File: config.mk
export PLATFORM = sky130hd
export DESIGN_NAME = mem_arbiter
export DESIGN_NICKNAME = d
export VERILOG_FILES = /design/src/rtl/mem_arbiter_pkg.sv /design/src/rtl/mem_arbiter_rr_pick.sv /design/src/rtl/mem_arbiter.sv
export SDC_FILE = /design/constraint.sdc
export NUM_CORES = 1
export LEC_CHECK = 0
export BUFFER_PORTS_ARGS = -buffer_cell sky130_fd_sc_hd__buf_2
export CAP_MARGIN = 25
export CORE_AREA = 3 3 169 171
export DETAILED_ROUTE_END_ITERATION = 16
export DIE_AREA = 0 0 172 174
export HOLD_SLACK_MARGIN = 0.05
export PLACE_DENSITY = 0.35
export SLEW_MARGIN = 25
export SYNTH_ARGS = -nofsm -noshare
export SYNTH_HDL_FRONTEND = slang
export SYNTH_SLANG_ARGS = --single-unit
File: constraint.sdc
create_clock -name CLK -period 2.5 [get_ports CLK]
set_clock_uncertainty 0.2 [all_clocks]
set_input_delay 0.25 -clock CLK [delete_from_list [all_inputs] [get_ports CLK]]
set_output_delay 0.25 -clock CLK [all_outputs]
set_load 0.01 [all_outputs]
File: src/rtl/mem_arbiter_pkg.sv
// Shared types for the memory-side arbiter: RAM handshake states, arbiter FSM
// states and the word/burst addressing constants.
package mem_arbiter_pkg;

  localparam int WORD_W       = 32;
  localparam int WORD_SEL_BIT = 2;

  typedef logic [WORD_W-1:0] word_t;

  typedef enum logic [1:0] {
    FREE   = 2'd0,
    BUSY   = 2'd1,
    ACCESS = 2'd2,
    ERROR  = 2'd3
  } ramstate_t;

  typedef enum logic [1:0] {
    IDLE   = 2'd0,
    DGRANT = 2'd1,
    IGRANT = 2'd2
  } arb_state_t;

  // A RAM transaction ends on ACCESS or ERROR; both release the requester.
  function automatic logic ram_finished(input ramstate_t s);
    return (s == ACCESS) || (s == ERROR);
  endfunction

endpackage

File: src/rtl/mem_arbiter_rr_pick.sv
// Round-robin picker: returns the first requesting index at or after start,
// wrapping modulo N.
module rr_pick #(
  parameter int N  = 2,
  parameter int PW = 1
) (
  input  logic [N-1:0]  req,
  input  logic [PW-1:0] start,
  output logic [PW-1:0] idx,
  output logic          valid
);

  function automatic logic [PW-1:0] slot(input int k);
    int s;
    s = int'(start) + k;
    if (s >= N) s = s - N;
    return PW'(s);
  endfunction

  // Scan from the farthest slot back to start so the closest requester wins.
  always_comb begin
    valid = 1'b0;
    idx   = '0;
    for (int k = N - 1; k >= 0; k--) begin
      if (req[slot(k)]) begin
        valid = 1'b1;
        idx   = slot(k);
      end
    end
  end

endmodule

File: src/rtl/mem_arbiter.sv
// Memory-side arbiter: merges per-CPU icache and dcache request streams onto
// one RAM port, locking a dcache grant across its two-word block burst.
module mem_arbiter
  import mem_arbiter_pkg::*;
#(
  parameter int CPUS    = 2,
  parameter int LAT_MAX = 15
) (
  input  logic                 CLK,
  input  logic                 RST,
  input  logic [CPUS-1:0]      iREN,
  input  word_t [CPUS-1:0]     iaddr,
  output logic [CPUS-1:0]      iwait,
  output word_t [CPUS-1:0]     iload,
  input  logic [CPUS-1:0]      dREN,
  input  logic [CPUS-1:0]      dWEN,
  input  word_t [CPUS-1:0]     daddr,
  input  word_t [CPUS-1:0]     dstore,
  output logic [CPUS-1:0]      dwait,
  output word_t [CPUS-1:0]     dload,
  output logic                 ramREN,
  output logic                 ramWEN,
  output word_t                ramaddr,
  output word_t                ramstore,
  input  word_t                ramload,
  input  ramstate_t            ramstate,
  output logic                 err,
  output arb_state_t           arb_state
);

  localparam int PTR_W = (CPUS > 1) ? $clog2(CPUS) : 1;
  localparam int WD_W  = $clog2(LAT_MAX + 1);
  localparam logic [WD_W-1:0] WD_MAX = WD_W'(LAT_MAX);

  // Cache handshake: a requester holds xREN/xWEN and its address until xwait
  // drops; the word moves in the cycle xwait is low, loads valid only then.

  arb_state_t       state;
  logic [PTR_W-1:0] owner;
  logic [PTR_W-1:0] rr_ptr;
  logic [WD_W-1:0]  wdog;

  logic [CPUS-1:0]  dreq;
  logic [PTR_W-1:0] d_idx, i_idx;
  logic             d_valid, i_valid;
  logic             own_dreq, own_ireq, own_req;
  logic             timeout, fault, done, last_word;
  logic [PTR_W-1:0] next_rr;

  assign dreq      = dREN | dWEN;
  assign arb_state = state;

  rr_pick #(.N(CPUS), .PW(PTR_W)) u_dpick (
    .req   (dreq),
    .start (rr_ptr),
    .idx   (d_idx),
    .valid (d_valid)
  );

  rr_pick #(.N(CPUS), .PW(PTR_W)) u_ipick (
    .req   (iREN),
    .start (rr_ptr),
    .idx   (i_idx),
    .valid (i_valid)
  );

  assign own_dreq  = dreq[owner];
  assign own_ireq  = iREN[owner];
  assign own_req   = (state == DGRANT) ? own_dreq :
                     (state == IGRANT) ? own_ireq : 1'b0;
  assign timeout   = (ramstate == BUSY) && (wdog == WD_MAX);
  assign fault     = (ramstate == ERROR) || timeout;
  assign done      = own_req && (ram_finished(ramstate) || timeout);
  assign last_word = daddr[owner][WORD_SEL_BIT];
  assign next_rr   = (owner == PTR_W'(CPUS - 1)) ? '0 : owner + PTR_W'(1);

  always_ff @(posedge CLK) begin
    if (RST) begin
      state  <= IDLE;
      owner  <= '0;
      rr_ptr <= '0;
      err    <= 1'b0;
      wdog   <= '0;
    end else begin
      if (done && fault) err <= 1'b1;

      // Only an unbroken run of BUSY cycles inside a live grant ages the watchdog.
      if (own_req && (ramstate == BUSY) && !done)
        wdog <= (wdog == WD_MAX) ? wdog : wdog + WD_W'(1);
      else
        wdog <= '0;

      case (state)
        IDLE: begin
          if (d_valid) begin
            state <= DGRANT;
            owner <= d_idx;
          end else if (i_valid) begin
            state <= IGRANT;
            owner <= i_idx;
          end
        end
        DGRANT: begin
          // Word0 completion keeps the lock so the burst's word1 follows directly.
          if (!own_dreq || (done && last_word)) begin
            state  <= IDLE;
            rr_ptr <= next_rr;
          end
        end
        IGRANT: begin
          if (!own_ireq || done) begin
            state  <= IDLE;
            rr_ptr <= next_rr;
          end
        end
        default: state <= IDLE;
      endcase
    end
  end

  always_comb begin
    iwait    = '1;
    dwait    = '1;
    iload    = '0;
    dload    = '0;
    ramREN   = 1'b0;
    ramWEN   = 1'b0;
    ramaddr  = '0;
    ramstore = '0;
    case (state)
      DGRANT: begin
        if (own_dreq) begin
          ramWEN   = dWEN[owner];
          ramREN   = dREN[owner] & ~dWEN[owner];
          ramaddr  = daddr[owner];
          ramstore = dstore[owner];
          if (done) begin
            dwait[owner] = 1'b0;
            dload[owner] = fault ? '0 : ramload;
          end
        end
      end
      IGRANT: begin
        if (own_ireq) begin
          ramREN  = 1'b1;
          ramaddr = iaddr[owner];
          if (done) begin
            iwait[owner] = 1'b0;
            iload[owner] = fault ? '0 : ramload;
          end
        end
      end
      default: ;
    endcase
  end

endmodule

==> results.txt <==
----------------------------------------------------
[Outcome]
  Run status ... finished clean

[Setup path]
  RR Endpoint ... wdog[3]
  Count of cells along the worst register-to-register path ... 5
  Sort of element at the start of the critical path ... register
  Startpoint of the worst register-to-register path ... owner
  Data arrival time of the critical path ... 1990 ps
  Max stage delay cell, worst path ... nor3b_4
  Cell occurring most often along the worst timing path ... buf_6
  Kind of critical path ... register to primary output
  Worst R2R Setup Slack ... 620 ps
  Cell-by-cell trace of the critical path ... inv_2 > ha_4 > buf_6 > o211ai_1 > nor3b_4 > buf_12 > buf_6 > and2_1 > buf_2
  Critical Path Max Stage Delay ... 350 ps
  Highest fanout seen on the critical path ... 8
  Endpoint type of the worst setup path ... primary output
  Required time at the endpoint of the critical path ... 2050 ps

[Power]
  Worst IR Drop VDD ... 0.3934 mV
  Share of total power consumed by net switching ... 50.82%
  Psw ... 0.001490 W
  Static Leakage ... 3.274 nW
  Seq pwr share ... 7.5%
  Clock share of power ... 10.1%
  Gate power share ... 82.3%
  P_int ... 0.001442 W
  Pwr/cell area ... 485.6 mW/mm²

[Clocking]
  Root cell of the clock tree ... clkbuf_16
  Number of buffers on the longest clock path ... 2
  Clock tree from TritonCTS ... built
  Clock Pin Slew Worst Setup and Hold Paths ... 40 ps
  Clock latency at the later pin of the worst-skew pair ... 240 ps
  Maximum level of the CTS H-tree ... 1
  Clk sinks ... 9
  Num CTS Buffers ... 3

[STA]
  Slew at the pin closest to its max-slew limit ... 419.8 ps
  Number of max-slew violations in the final report ... 0
  Achievable clock frequency ... 409.0 MHz
  Min Tclk post-route ... 2445 ps
  Total of endpoints with negative setup slack in the final report ... 0
  Final Hold Fails ... 0
  Relative slew margins ... 72.01%
  Setup TNS ... 0 ps
  Ratio of final minimum period to clock period ... 97.79%
  Final worst setup slack ... 55.13 ps

[Logic synthesis]
  Xor and xnor area share after synthesis ... 0.2757%
  Dominant register cell in the synthesized netlist ... dfxtp_1
  Yosys warnings ... 0
  Post-synth cell types ... 52
  Net count of the mapped netlist ... 719
  Cell taking the most area after synthesis ... mux2i_1
  Mux share of post-synthesis cell area ... 31.39%
  Synth Area in Compound Gates ... 14.22%
  FF+latch count, synth ... 9
  Number of standard cells after synthesis ... 481
  Post-synth ARST share ... 0%
  Sequential cell area fraction in the yosys report ... 5.672%
  Area share of and/or/nand/nor cells after synthesis ... 39.58%
  Main combinational cell family by area after synthesis ... simple AND/OR/NAND/NOR gates
  Number of flops mapped to enable cells by yosys ... 0
  Main area contributors after synthesis ... mux2i_1 (31%), and2_1 (13%), nor2_1 (13%)
  Post-synth top area share ... 30.56%
  Synthesized area per cell ... 6.605 µm²
  Post-synthesis instance area ... 0.003177 mm²
  Adder and majority gate portion of the synthesized area ... 1.575%

[Drt]
  Number of detailed-route iterations in the first pass ... 5
  Residual DRC ... 0
  Final ANT Viol Nets ... 0
  Vias per inst ... 4.031
  Final routed wire length divided by cell count ... 16.17 µm
  Number of DRC markers in iteration 0 ... 188
  Total wirelength of the detailed-routed design ... 20090 µm
  Routed vias ... 5007

[Placement]
  Worst slack, placed ... 203.8 ps
  Half-perimeter wire length of the detailed placement result ... 16210 µm
  Quantity of I/O buffers inserted on ports ... 434
  GP Congestion ... 0.8270
  Area post-placement ... 0.005792 mm²

[Floorplanning]
  Horizontal die dimension ... 172 µm
  I/O pin total ... 435
  Site row count ... 60
  Total die area ... 0.02993 mm²
  Core area ... 0.02703 mm²
  Starting density of the core ... 11.75%
  Vertical die dimension ... 174 µm

[Worst hold path]
  Destination of the worst hold path ... wdog[0]
  Type of the tightest min-delay check ... primary input to register
  Depth of the worst hold-timing path ... 3
  Min-Delay Startpoint ... ramstate[1]

[GRT]
  GRT Resource Usage Total ... 11.57%
  GRT overflow ... 0
  Largest net degree at the start of global routing ... 62
  Wire length of the first global-routing pass ... 27460 µm
  Vias in the first global route ... 4769
  Antenna violations before repair ... 2

[Final layout]
  Layout fillers ... 3078
  Sequential cell area ... 186.4 µm²
  Proportion of layout cells with a drive suffix above 1 ... 56.56%
  Number of nets in the layout ... 1139
  Final design instance area without fill ... 0.006040 mm²
  Multi-input logic area ... 0.002825 mm²
  Syn-to-layout area delta ... 90.11%

[Run]
  Max-cap viol count ... 0

----------------------------------------------------
## per-stage QoR
step	hold WS (ps)	total power, W	std cells	utilization (%)
final	254.2	0.002933	1242	22.35
after global routing	287.3	0.003167	1242	22.35
after CTS	237.8	0.002904	1234	21.77
after detailed placement	271.4	0.002593	1229	21.43
after global placement	254.0	0.002624	1229	21.43
after floorplan	119.1	0.001633	481	-
## synth_stat cells, types with 2 or more instances
cell type,number
nand3b_1,2
or3_1,2
nand3_1,4
clkbuf_1,16
o211ai_1,2
nor3b_1,2
dfxtp_1,9
a2111o_1,2
o21ai_0,2
or2_2,2
o311ai_0,2
nor2_1,106
a41oi_1,2
o22ai_1,31
buf_2,20
and2_1,64
buf_6,3
nand2_1,36
ha_1,4
o21a_1,3
buf_1,3
and3_1,2
nor2_2,29
nor2b_1,2
a21oi_1,4
mux2i_1,97
inv_1,5
## layout make-up
cell class,instances,share of cell area [%]
well taps,341,7.064
flip-flops and latches,9,3.087
repair buffers,458,41.41
clock buffers,4,1.305
inverters,5,0.3108
diodes,1,0.04143
multi-input cells,424,46.78
## how the worst max path moves through the flow
stage | startpoint | endpoint
5_1_grt | arb_state[1] | dload[52]
2_1_floorplan | arb_state[1] | iload[34]
4_1_cts | wdog[1] | iload[22]
3_5_place_dp | arb_state[1] | dload[40]
6_report | arb_state[1] | dload[52]
3_3_place_gp | arb_state[1] | dload[49]
## sequential cells by signal, indices dropped and copies added, names as in the netlist
register	flops
err	1
arb_state	2
wdog	4
rr_ptr	1
owner	1
## cells in the final DEF, fill, tap and decap left out, drive strengths merged, types with 3 or more instances in the layout
cell type,n
o21a,3
buf,455
and2,64
o22ai,31
nor2,135
o21ai,4
nand3,4
ha,4
clkbuf,6
a21oi,4
inv,5
dfxtp,9
nand2,37
mux2i,97
## cells by family after synthesis
kind of cell	after synthesis
buffers and inverters	48
AOI/OAI and AO/OA	63
muxes	99
and+or+nand+nor	257
DFF	9
adders and majority gates	4
xor gates and xnor gates	1
## repair_timing
| item | 4_1_cts | 5_1_grt |
|---|---|---|
| cloned | 0 | 3 |
| endpoints found under the setup margin | 32 | 107 |
| hold buffers | 1 | 0 |
| hold endpoints to repair | 1 | 0 |
| resized for setup | 1 | 12 |
| pin swaps | 1 | 1 |
| setup buffers | 0 | 4 |
## power by group through the flow
| stage | logic (W) | clock network [W] | registers, W |
|---|---|---|---|
| after floorplan | 0.00144 | 0 | 0.000194 |
| after global placement | 0.00241 | 0 | 0.000215 |
| after detailed placement | 0.00238 | 0 | 0.000217 |
| after CTS | 0.00239 | 0.000299 | 0.000215 |
| after global routing | 0.00263 | 0.000306 | 0.000227 |
| final | 0.00241 | 0.000297 | 0.000221 |
## critical path: cells and delay by family, from the launching register on
kind / cells / cell delay, ps
flops: 1 / 330
fa+ha+maj: 1 / 150
buf+inv: 5 / 610
simple gates: 2 / 490
compound gates: 1 / 170
## layer usage
layer / GRT usage [%] / up-vias / share of wire (%)
met3: 1.547 / 18 / 6.5
li1: - / 2494 / -
met1: 12.70 / 2266 / 39
met4: 1.530 / 0 / 1.3
met5: 0 / - / 0
met2: 23.54 / 229 / 53
(Power assumes the default switching activity.)
